--- config.mk ---
export PLATFORM = sky130hd
export DESIGN_NAME = pri_req_capture
export DESIGN_NICKNAME = d
export VERILOG_FILES = /design/src/rtl/pri_req_capture_pkg.sv /design/src/rtl/pri_req_sync_edge.sv /design/src/rtl/pri_req_capture.sv
export SDC_FILE = /design/constraint.sdc
export NUM_CORES = 1
export LEC_CHECK = 0
export BUFFER_PORTS_ARGS = -buffer_cell sky130_fd_sc_hd__clkbuf_2
export CORE_MARGIN = 5
export CORE_UTILIZATION = 47
export CTS_CLUSTER_DIAMETER = 200
export CTS_CLUSTER_SIZE = 40
export DETAILED_ROUTE_END_ITERATION = 10
export GPL_TIMING_DRIVEN = 0
export PLACE_DENSITY = 0.71
export SETUP_SLACK_MARGIN = 0.3
export SYNTH_ARGS = -nofsm -noshare
export SYNTH_HDL_FRONTEND = slang
export SYNTH_SLANG_ARGS = --single-unit
--- constraint.sdc ---
create_clock -name clk -period 6.7 [get_ports clk]
set_clock_uncertainty 0.05 [all_clocks]
set_input_delay 1.34 -clock clk [delete_from_list [all_inputs] [get_ports clk]]
set_output_delay 1.34 -clock clk [all_outputs]
set_load 0.01 [all_outputs]
--- src/rtl/pri_req_capture_pkg.sv ---
// Shared constants and index-code layout for the request-capture stage and the
// 16-bit highest-set-bit priority encoder it feeds.
package pri_req_capture_pkg;

  localparam int         REQ_WIDTH    = 16;
  localparam logic [7:0] REQ_IDX_NONE = 8'hF0;

  // Encoder index code: a zero tag marks a real bit number in bit_idx.
  typedef struct packed {
    logic [3:0] tag;
    logic [3:0] bit_idx;
  } idx_code_t;

  function automatic logic idx_code_valid(input idx_code_t code);
    return code.tag == 4'h0;
  endfunction

endpackage

--- src/rtl/pri_req_sync_edge.sv ---
// Vectored multi-flop synchroniser plus history flop; emits a one-cycle pulse
// per bit when the synchronised request goes from 0 to 1.
module pri_req_sync_edge #(
  parameter int WIDTH       = 16,
  parameter int SYNC_STAGES = 2
) (
  input  logic             clk,
  input  logic             rst_n,
  input  logic [WIDTH-1:0] req_i,
  output logic [WIDTH-1:0] rise_o
);

  logic [SYNC_STAGES-1:0][WIDTH-1:0] sync_q;
  logic [WIDTH-1:0]                  hist_q;

  // NOTE: chain and history reset to 0, so a line already high at reset
  // release is seen as exactly one rising edge.
  always_ff @(posedge clk or negedge rst_n) begin
    if (!rst_n) begin
      sync_q <= '0;
      hist_q <= '0;
    end else begin
      // NOTE: non-blocking assignments so every stage samples its pre-edge
      // neighbour and the chain shifts by exactly one flop per clock.
      sync_q[0] <= req_i;
      for (int s = 1; s < SYNC_STAGES; s++) begin
        sync_q[s] <= sync_q[s-1];
      end
      hist_q <= sync_q[SYNC_STAGES-1];
    end
  end

  assign rise_o = sync_q[SYNC_STAGES-1] & ~hist_q;

endmodule

--- src/rtl/pri_req_capture.sv ---
// Request-capture stage: synchronised edge capture into sticky pending bits,
// masking toward the encoder, index-code acknowledge and overrun accounting.
module pri_req_capture
  import pri_req_capture_pkg::*;
#(
  parameter int         WIDTH       = REQ_WIDTH,
  parameter int         SYNC_STAGES = 2,
  parameter logic [7:0] IDX_NONE    = REQ_IDX_NONE
) (
  input  logic             clk,
  input  logic             rst_n,
  input  logic             ena,
  input  logic [WIDTH-1:0] req_in,
  input  logic             mask_wr,
  input  logic [WIDTH-1:0] mask_data,
  input  logic             ack,
  input  logic [7:0]       ack_idx,
  output logic [WIDTH-1:0] pending_out,
  output logic             irq,
  output logic             ovf,
  output logic [7:0]       drop_cnt,
  input  logic             ovf_clr
);

  localparam int         CNT_W    = $clog2(WIDTH + 1);
  localparam logic [7:0] DROP_MAX = 8'hFF;

  function automatic logic [CNT_W-1:0] popcount(input logic [WIDTH-1:0] v);
    logic [CNT_W-1:0] n;
    n = '0;
    for (int i = 0; i < WIDTH; i++) begin
      n = n + CNT_W'(v[i]);
    end
    return n;
  endfunction

  logic [WIDTH-1:0] rise;
  logic [WIDTH-1:0] capture;
  logic [WIDTH-1:0] ack_vec;
  logic [WIDTH-1:0] overrun;
  logic [CNT_W-1:0] lost;
  idx_code_t        ack_code;
  logic             ack_ok;

  logic [WIDTH-1:0] pending_q, pending_d;
  logic [WIDTH-1:0] mask_q, mask_d;
  logic             ovf_q, ovf_d;
  logic [7:0]       drop_q, drop_d;
  logic [7:0]       drop_base;
  logic [8:0]       drop_sum;

  pri_req_sync_edge #(
    .WIDTH      (WIDTH),
    .SYNC_STAGES(SYNC_STAGES)
  ) u_sync_edge (
    .clk   (clk),
    .rst_n (rst_n),
    .req_i (req_in),
    .rise_o(rise)
  );

  assign ack_code = idx_code_t'(ack_idx);
  assign ack_ok   = ack && idx_code_valid(ack_code) && (ack_idx != IDX_NONE);

  // History keeps running while disabled, so only the capture is gated here.
  assign capture = rise & {WIDTH{ena}};

  always_comb begin
    // NOTE: every always_comb output gets a default first so no path can
    // leave it unassigned and infer a latch.
    ack_vec = '0;
    if (ack_ok) begin
      for (int i = 0; i < WIDTH; i++) begin
        if (int'(ack_code.bit_idx) == i) ack_vec[i] = 1'b1;
      end
    end
  end

  // A same-cycle ack of the captured bit absorbs the event, so it is not lost.
  assign overrun   = capture & pending_q & ~ack_vec;
  assign lost      = popcount(overrun);
  assign pending_d = (pending_q & ~ack_vec) | capture;
  assign mask_d    = mask_wr ? mask_data : mask_q;

  always_comb begin
    drop_base = ovf_clr ? 8'h00 : drop_q;
    drop_sum  = {1'b0, drop_base} + 9'(lost);
    drop_d    = drop_sum[8] ? DROP_MAX : drop_sum[7:0];
    ovf_d     = (ovf_q & ~ovf_clr) | (|overrun);
  end

  always_ff @(posedge clk or negedge rst_n) begin
    if (!rst_n) begin
      pending_q <= '0;
      mask_q    <= '0;
      ovf_q     <= 1'b0;
      drop_q    <= 8'h00;
    end else begin
      pending_q <= pending_d;
      mask_q    <= mask_d;
      ovf_q     <= ovf_d;
      drop_q    <= drop_d;
    end
  end

  assign pending_out = pending_q & ~mask_q;
  assign irq         = |pending_out;
  assign ovf         = ovf_q;
  assign drop_cnt    = drop_q;

endmodule

# After elaboration in Yosys (flattened, before gate mapping)
# Cells that the tools add are included.
# totals
register_bits,89
in_bits,46
wordCells,77
# op_classes
n_addsub,16
eq_ne,16
muxes,19
n_bitwise,13
reduce_logical,6
# op_table
operator,count
AND 16 bit,6
adder 5 x 1 -> 5 bit,11
NOT 16 bit,3
"equality test 4 bit, second input constant",8
OR reduction 16 bit,2
"equality test 4 x 3 -> 1 bit, second input constant",4
2-to-1 mux 1 bit,16
2-to-1 mux 16 bit,1
2-to-1 mux 8 bit,2
OR 16 bit,1
adder 8 x 5 -> 9 bit,1
"equality test 4 x 2 -> 1 bit, second input constant",2
zero test 4 bit,2
"inequality test 8 bit, second input constant",1
adder 4 x 1 -> 5 bit,1
adder 3 x 1 -> 4 bit,1
"equality test 4 x 1 -> 1 bit, second input constant",1
adder 2 x 1 -> 3 bit,1
adder 1 x 1 -> 2 bit,1
logical AND 1 bit,2
AND 1 bit,1
NOT 1 bit,1
OR 1 bit,1

# Logic depth before layout (Yosys ltp)
# logic_depth
ltp_word,23
depth_mapped,17

# By module
# Synthesis repeated with hierarchy kept, for this count alone.
# unflattened
hier_cells,314
area_unflattened_um2,4003.8
# by_module_without_submodules
mod,instances,cells_per_inst,area_each_um2,seq_area_each_um2
pri_req_capture,1,250,2582.5,1026.0
pri_req_sync_edge,1,64,1421.4,1201.2

# Least setup slack after synthesis
# OpenSTA, ideal clock, no wires.
# synth_timing
kind,in2reg
from,input ack_idx[5]
to,"register drop_q[0], in the netlist drop_cnt[0]"
arrival_ns,6.082
required_ns,6.527
slack_ns,0.446
path_stages,16
n_path_buf,0
cell_sequence,nor4b_2 -> nand2_1 -> o31a_1 -> nand4_1 -> fa_1 -> fa_1 -> fa_1 -> inv_1 -> fa_1 -> fa_1 -> fa_1 -> a21o_1 -> a21o_1 -> a21oi_1 -> or3_1 -> nand2b_1
# synth_between
elab_chain_len,23
# synth_rtl
element,line_no,rtl
"start, declared",pri_req_capture.sv:17,"input logic [7:0] ack_idx,"
zero test 4 bit,pri_req_capture_pkg.sv:15,return code.tag == 4'h0;
logical AND 1 bit,pri_req_capture.sv:63,assign ack_ok = ack && idx_code_valid(ack_code) && (ack_idx != IDX_NONE);
logical AND 1 bit (*),pri_req_capture.sv:63,
2-to-1 mux 16 bit (*),pri_req_capture.sv:72,if (ack_ok) begin
NOT 16 bit (*),pri_req_capture.sv:80,assign overrun = capture & pending_q & ~ack_vec;
AND 16 bit (*),pri_req_capture.sv:80,
adder 1 x 1 -> 2 bit,pri_req_capture.sv:32,n = n + CNT_W'(v[i]);
adder 2 x 1 -> 3 bit,pri_req_capture.sv:32,
adder 3 x 1 -> 4 bit,pri_req_capture.sv:32,
adder 4 x 1 -> 5 bit,pri_req_capture.sv:32,
adder 5 x 1 -> 5 bit (10 in series),pri_req_capture.sv:32,
adder 5 x 1 -> 5 bit (*),pri_req_capture.sv:32,
adder 8 x 5 -> 9 bit (*),pri_req_capture.sv:87,"drop_sum = {1'b0, drop_base} + 9'(lost);"
2-to-1 mux 8 bit (*),pri_req_capture.sv:88,drop_d = drop_sum[8] ? DROP_MAX : drop_sum[7:0];
via drop_d[0],pri_req_capture.sv:48,"logic [7:0] drop_q, drop_d;"
"end signal, assigned",pri_req_capture.sv:102,drop_q <= drop_d;
"end, declared",pri_req_capture.sv:48,
# The timed path passes the listed nets; every way through them passes the cells marked *.
# A chain may end at the register's enable or synchronous reset.

# Worst setup path after layout
# layout_timing
from,input ack_idx[5]
to,"register drop_q[2], in the netlist drop_cnt[2]"
# Same word-level chain as after synthesis.

==> out/summary.log <==
qor: status.status completed
qor: timing.setup_ws 552 ps
qor: place.place_ws -296 ps
qor: routing.detail-route-antenna-nets 0
qor: clock_tree.htreeDepth 3
qor: grt.gr-total-overflow 0
qor: timing.holdWs 305 ps
qor: routing.detail_route.iter0.violations 69
qor: worst_setup_path.critPathLaunchType input pin
qor: floorplanning.std_cell_rows 33
qor: clock_tree.cts.path.max_buffers 2
qor: routing.overall_routed_net_length 7460 um
qor: synthesis.synthesis.yosys.warnings 0
qor: timing.relSlewSlack 0.626
qor: grt.grt_first_pass_wirelength 12400 um
qor: synthesis.synth.cells.most_frequent 89 x dfrtp_1, 30 x inv_1, 22 x nor2b_1, 20 x nand2_1, 16 x mux2_2
qor: cells_and_area.final-instance-count-excl-fill 501
qor: grt.pin_count_of_the_biggest_net_entering_global_routing 55
qor: grt.antenna_violations_before_repair 0
qor: synthesis.ys_seq_elements 89
qor: place.place.detailed.hpwl 5900 um
qor: synthesis.synth_area_leader_cell dfrtp_1
qor: synthesis.synth_enable_flop_cells 0
qor: timing.final_max_slew_viol_count 0
qor: routing.vias 2516
qor: floorplanning.die-height 100 um
qor: flow_run.cap_violations 0
qor: synthesis.synth_area_per_cell 12.5 sq um
qor: clock_tree.clkLatencyLatePin 370 ps
qor: synthesis.sequential_cell_area_fraction_in_the_yosys_report 0.579
qor: cells_and_area.post_route_cells_drive_above_1_share 0.293
qor: grt.vias_in_the_first_global_route 2561
qor: synthesis.ys_async_sr_fraction 1.00
qor: synthesis.synth_cell_type_count 46
qor: pwr.cellLeakagePower 2.18 nW
qor: synthesis.synthCells 308
qor: worst_hold_path.hold_path_class reg2reg
qor: cells_and_area.syn_to_final_growth 19.5%
qor: clock_tree.clock-sinks 89
qor: timing.setup-violations-final 0
qor: routing.routedWlPerCell 14.9 um
qor: cells_and_area.antenna_cells_inserted 0
qor: timing.setup_total_negative_slack 0 ps
qor: worst_setup_path.type_of_the_worst_setup_path in2reg
qor: place.gp_routability_congestion 0.922
qor: grt.track_usage 0.160
qor: worst_setup_path.worst_ep_required_time 6890 ps
qor: synthesis.mappedNetlistArea 0.00385 sq mm
qor: clock_tree.cts_root_buffer clkbuf_8
qor: routing.drt-vias-per-instance 5.02
qor: pwr.power-per-cell-area 257 mW/mm^2
qor: worst_setup_path.worst-path-max-fanout 6
qor: synthesis.post_synth_main_area_contributors dfrtp_1 58%, fa_1 6.2%, mux2_2 4.7%
qor: routing.dr.pass1.iters 4
qor: pwr.vdd_ir_drop_max 0.189 mV
qor: floorplanning.initial_utilization 0.475
qor: synthesis.synth_fp_nets 375
qor: floorplanning.floorplan.die_area 0.0101 sq mm
qor: timing.layout_min_cycle_time 6150 ps
qor: clock_tree.tritoncts_clock_tree built
qor: clock_tree.clk_pin_slew 90 ps
qor: timing.rsz0062_at_grt no
qor: floorplanning.floorplan.core_area 0.00809 sq mm
qor: routing.route.detailed.drc 0
qor: synthesis.synth_top_cell_area_share 0.579
qor: floorplanning.design.portCount 72
qor: timing.max_slew.worst_pin.slew 561 ps
qor: clock_tree.cts_hold_buffers 0
qor: timing.final_report_hold_violation_count 0
qor: worst_setup_path.worst_ep_arrival_time 6340 ps
qor: worst_setup_path.cp-end-kind flip-flop
qor: cells_and_area.core_util_final 0.568
qor: cells_and_area.fillCellCount 710
qor: timing.final_period_utilization 0.918
qor: place.port_buffers 69
qor: place.total_placed_cells_including_tap_cells 483
qor: cells_and_area.nNetsFinal 458
qor: clock_tree.cts_inserted_buffers 9
qor: timing.timing.fmax 163 MHz
qor: floorplanning.chipWidth 100 um
qor: synthesis.synth_most_common_cell dfrtp_1
qor: synthesis.dominantRegCellSynth dfrtp_1
## critical path: stages
cell and delay (ps):
clkbuf_2 110, or4b_4 580, o31ai_2 360, fa_1 510
fa_1 490, fa_1 550, inv_1 60, fa_1 500
fa_1 470, fa_1 410, a21o_1 200, a21o_1 200
a21oi_2 210, or3_1 250, nand2_1 90
## report_power, final
group,internal (mW),switching [mW],leakage [nW],total (mW)
clock,0.149,0.216,0.104,0.365
combinational,0.101,0.123,1.07,0.224
sequential,0.576,0.0184,1.00,0.595
total,0.826,0.357,2.18,1.18
## final cells by class
| cell class | count | area, sq um | share of cell area |
|---|---|---|---|
| clock inverters | 7 | 81.3 | 0.0177 |
| multi-input cells | 183 | 1510 | 0.328 |
| well taps | 105 | 131 | 0.0286 |
| repair buffers | 72 | 390 | 0.0849 |
| inverters | 30 | 113 | 0.0245 |
| plain buffers | 6 | 25.0 | 0.00544 |
| clock buffers | 9 | 124 | 0.0269 |
| flip-flops and latches | 89 | 2230 | 0.484 |
## repair_timing
item / in CTS / in global routing
setup endpoints to repair: 7 / 8
buffers inserted: 0 / 2
gates resized for setup: 3 / 3
hold endpoints to repair: 0 / 0
pin swaps: 0 / 2
## flip-flops by register name, indices dropped and copies added, names as in the netlist
name / count
ovf: 1
pending_q: 16
u_sync_edge.sync_q: 32
drop_cnt: 8
u_sync_edge.hist_q: 16
mask_q: 16
## cell families (layout without fill, tap and decap cells)
group | after synthesis | after routing | share of synthesized area
flip-flops | 89 | 89 | 0.579
XOR/XNOR | 4 | 4 | 0.00911
multiplexers | 16 | 16 | 0.0468
adder cells (fa/ha/maj) | 21 | 21 | 0.0917
buffers and inverters | 36 | 124 | 0.0351
AND/OR/NAND/NOR | 104 | 104 | 0.164
AO/OA/AOI/OAI | 38 | 38 | 0.0745
## cell usage in the layout (no fill, tap or decap), types with 3 or more instances in the layout
master	count
ha_1	9
dfrtp_1	89
nor2_1	11
nand2b_1	4
clkbuf_8	9
a32o_1	5
a21o_1	7
and2_1	4
inv_1	30
xnor2_1	3
nor2b_1	22
mux2_2	16
a31oi_1	3
nor4_1	4
clkbuf_2	70
nand3_1	3
nand2_1	20
clkbuf_1	4
o21ai_0	4
nand3b_1	4
fa_1	12
nand4_1	8
and3b_1	5
o21bai_1	3
a21oi_1	3
## layer usage
metal,vias up,share of wire,track usage
met5,-,0,0
met4,0,0.018,0.0653
met3,9,0.053,0.0332
met2,70,0.47,0.248
met1,1215,0.46,0.221
li1,1222,-,-
## final timing paths
check                                         end  slack, ps  cells after the start              startpoint
max                                   drop_cnt[2]        550                     15              ack_idx[5]
min                        u_sync_edge.sync_q[23]        300                      0   u_sync_edge.sync_q[7]
max reg2reg                           drop_cnt[2]       1640                     17  u_sync_edge.hist_q[11]
min reg2reg                u_sync_edge.sync_q[23]        300                      0   u_sync_edge.sync_q[7]
max in group asynchronous               mask_q[1]       5070                      2                   rst_n
min in group asynchronous  u_sync_edge.sync_q[30]        910                      1                   rst_n
## stage by stage
| stage | power [mW] | instance area [sq um] |
|---|---|---|
| finish | 1.18 | 4600 |
| global route | 1.25 | 4600 |
| CTS | 1.20 | 4570 |
| detailed placement | 0.833 | 4350 |
| global placement | 0.821 | 4320 |
| floorplan | 0.745 | 3850 |
Power figures use the tool's default switching activity.
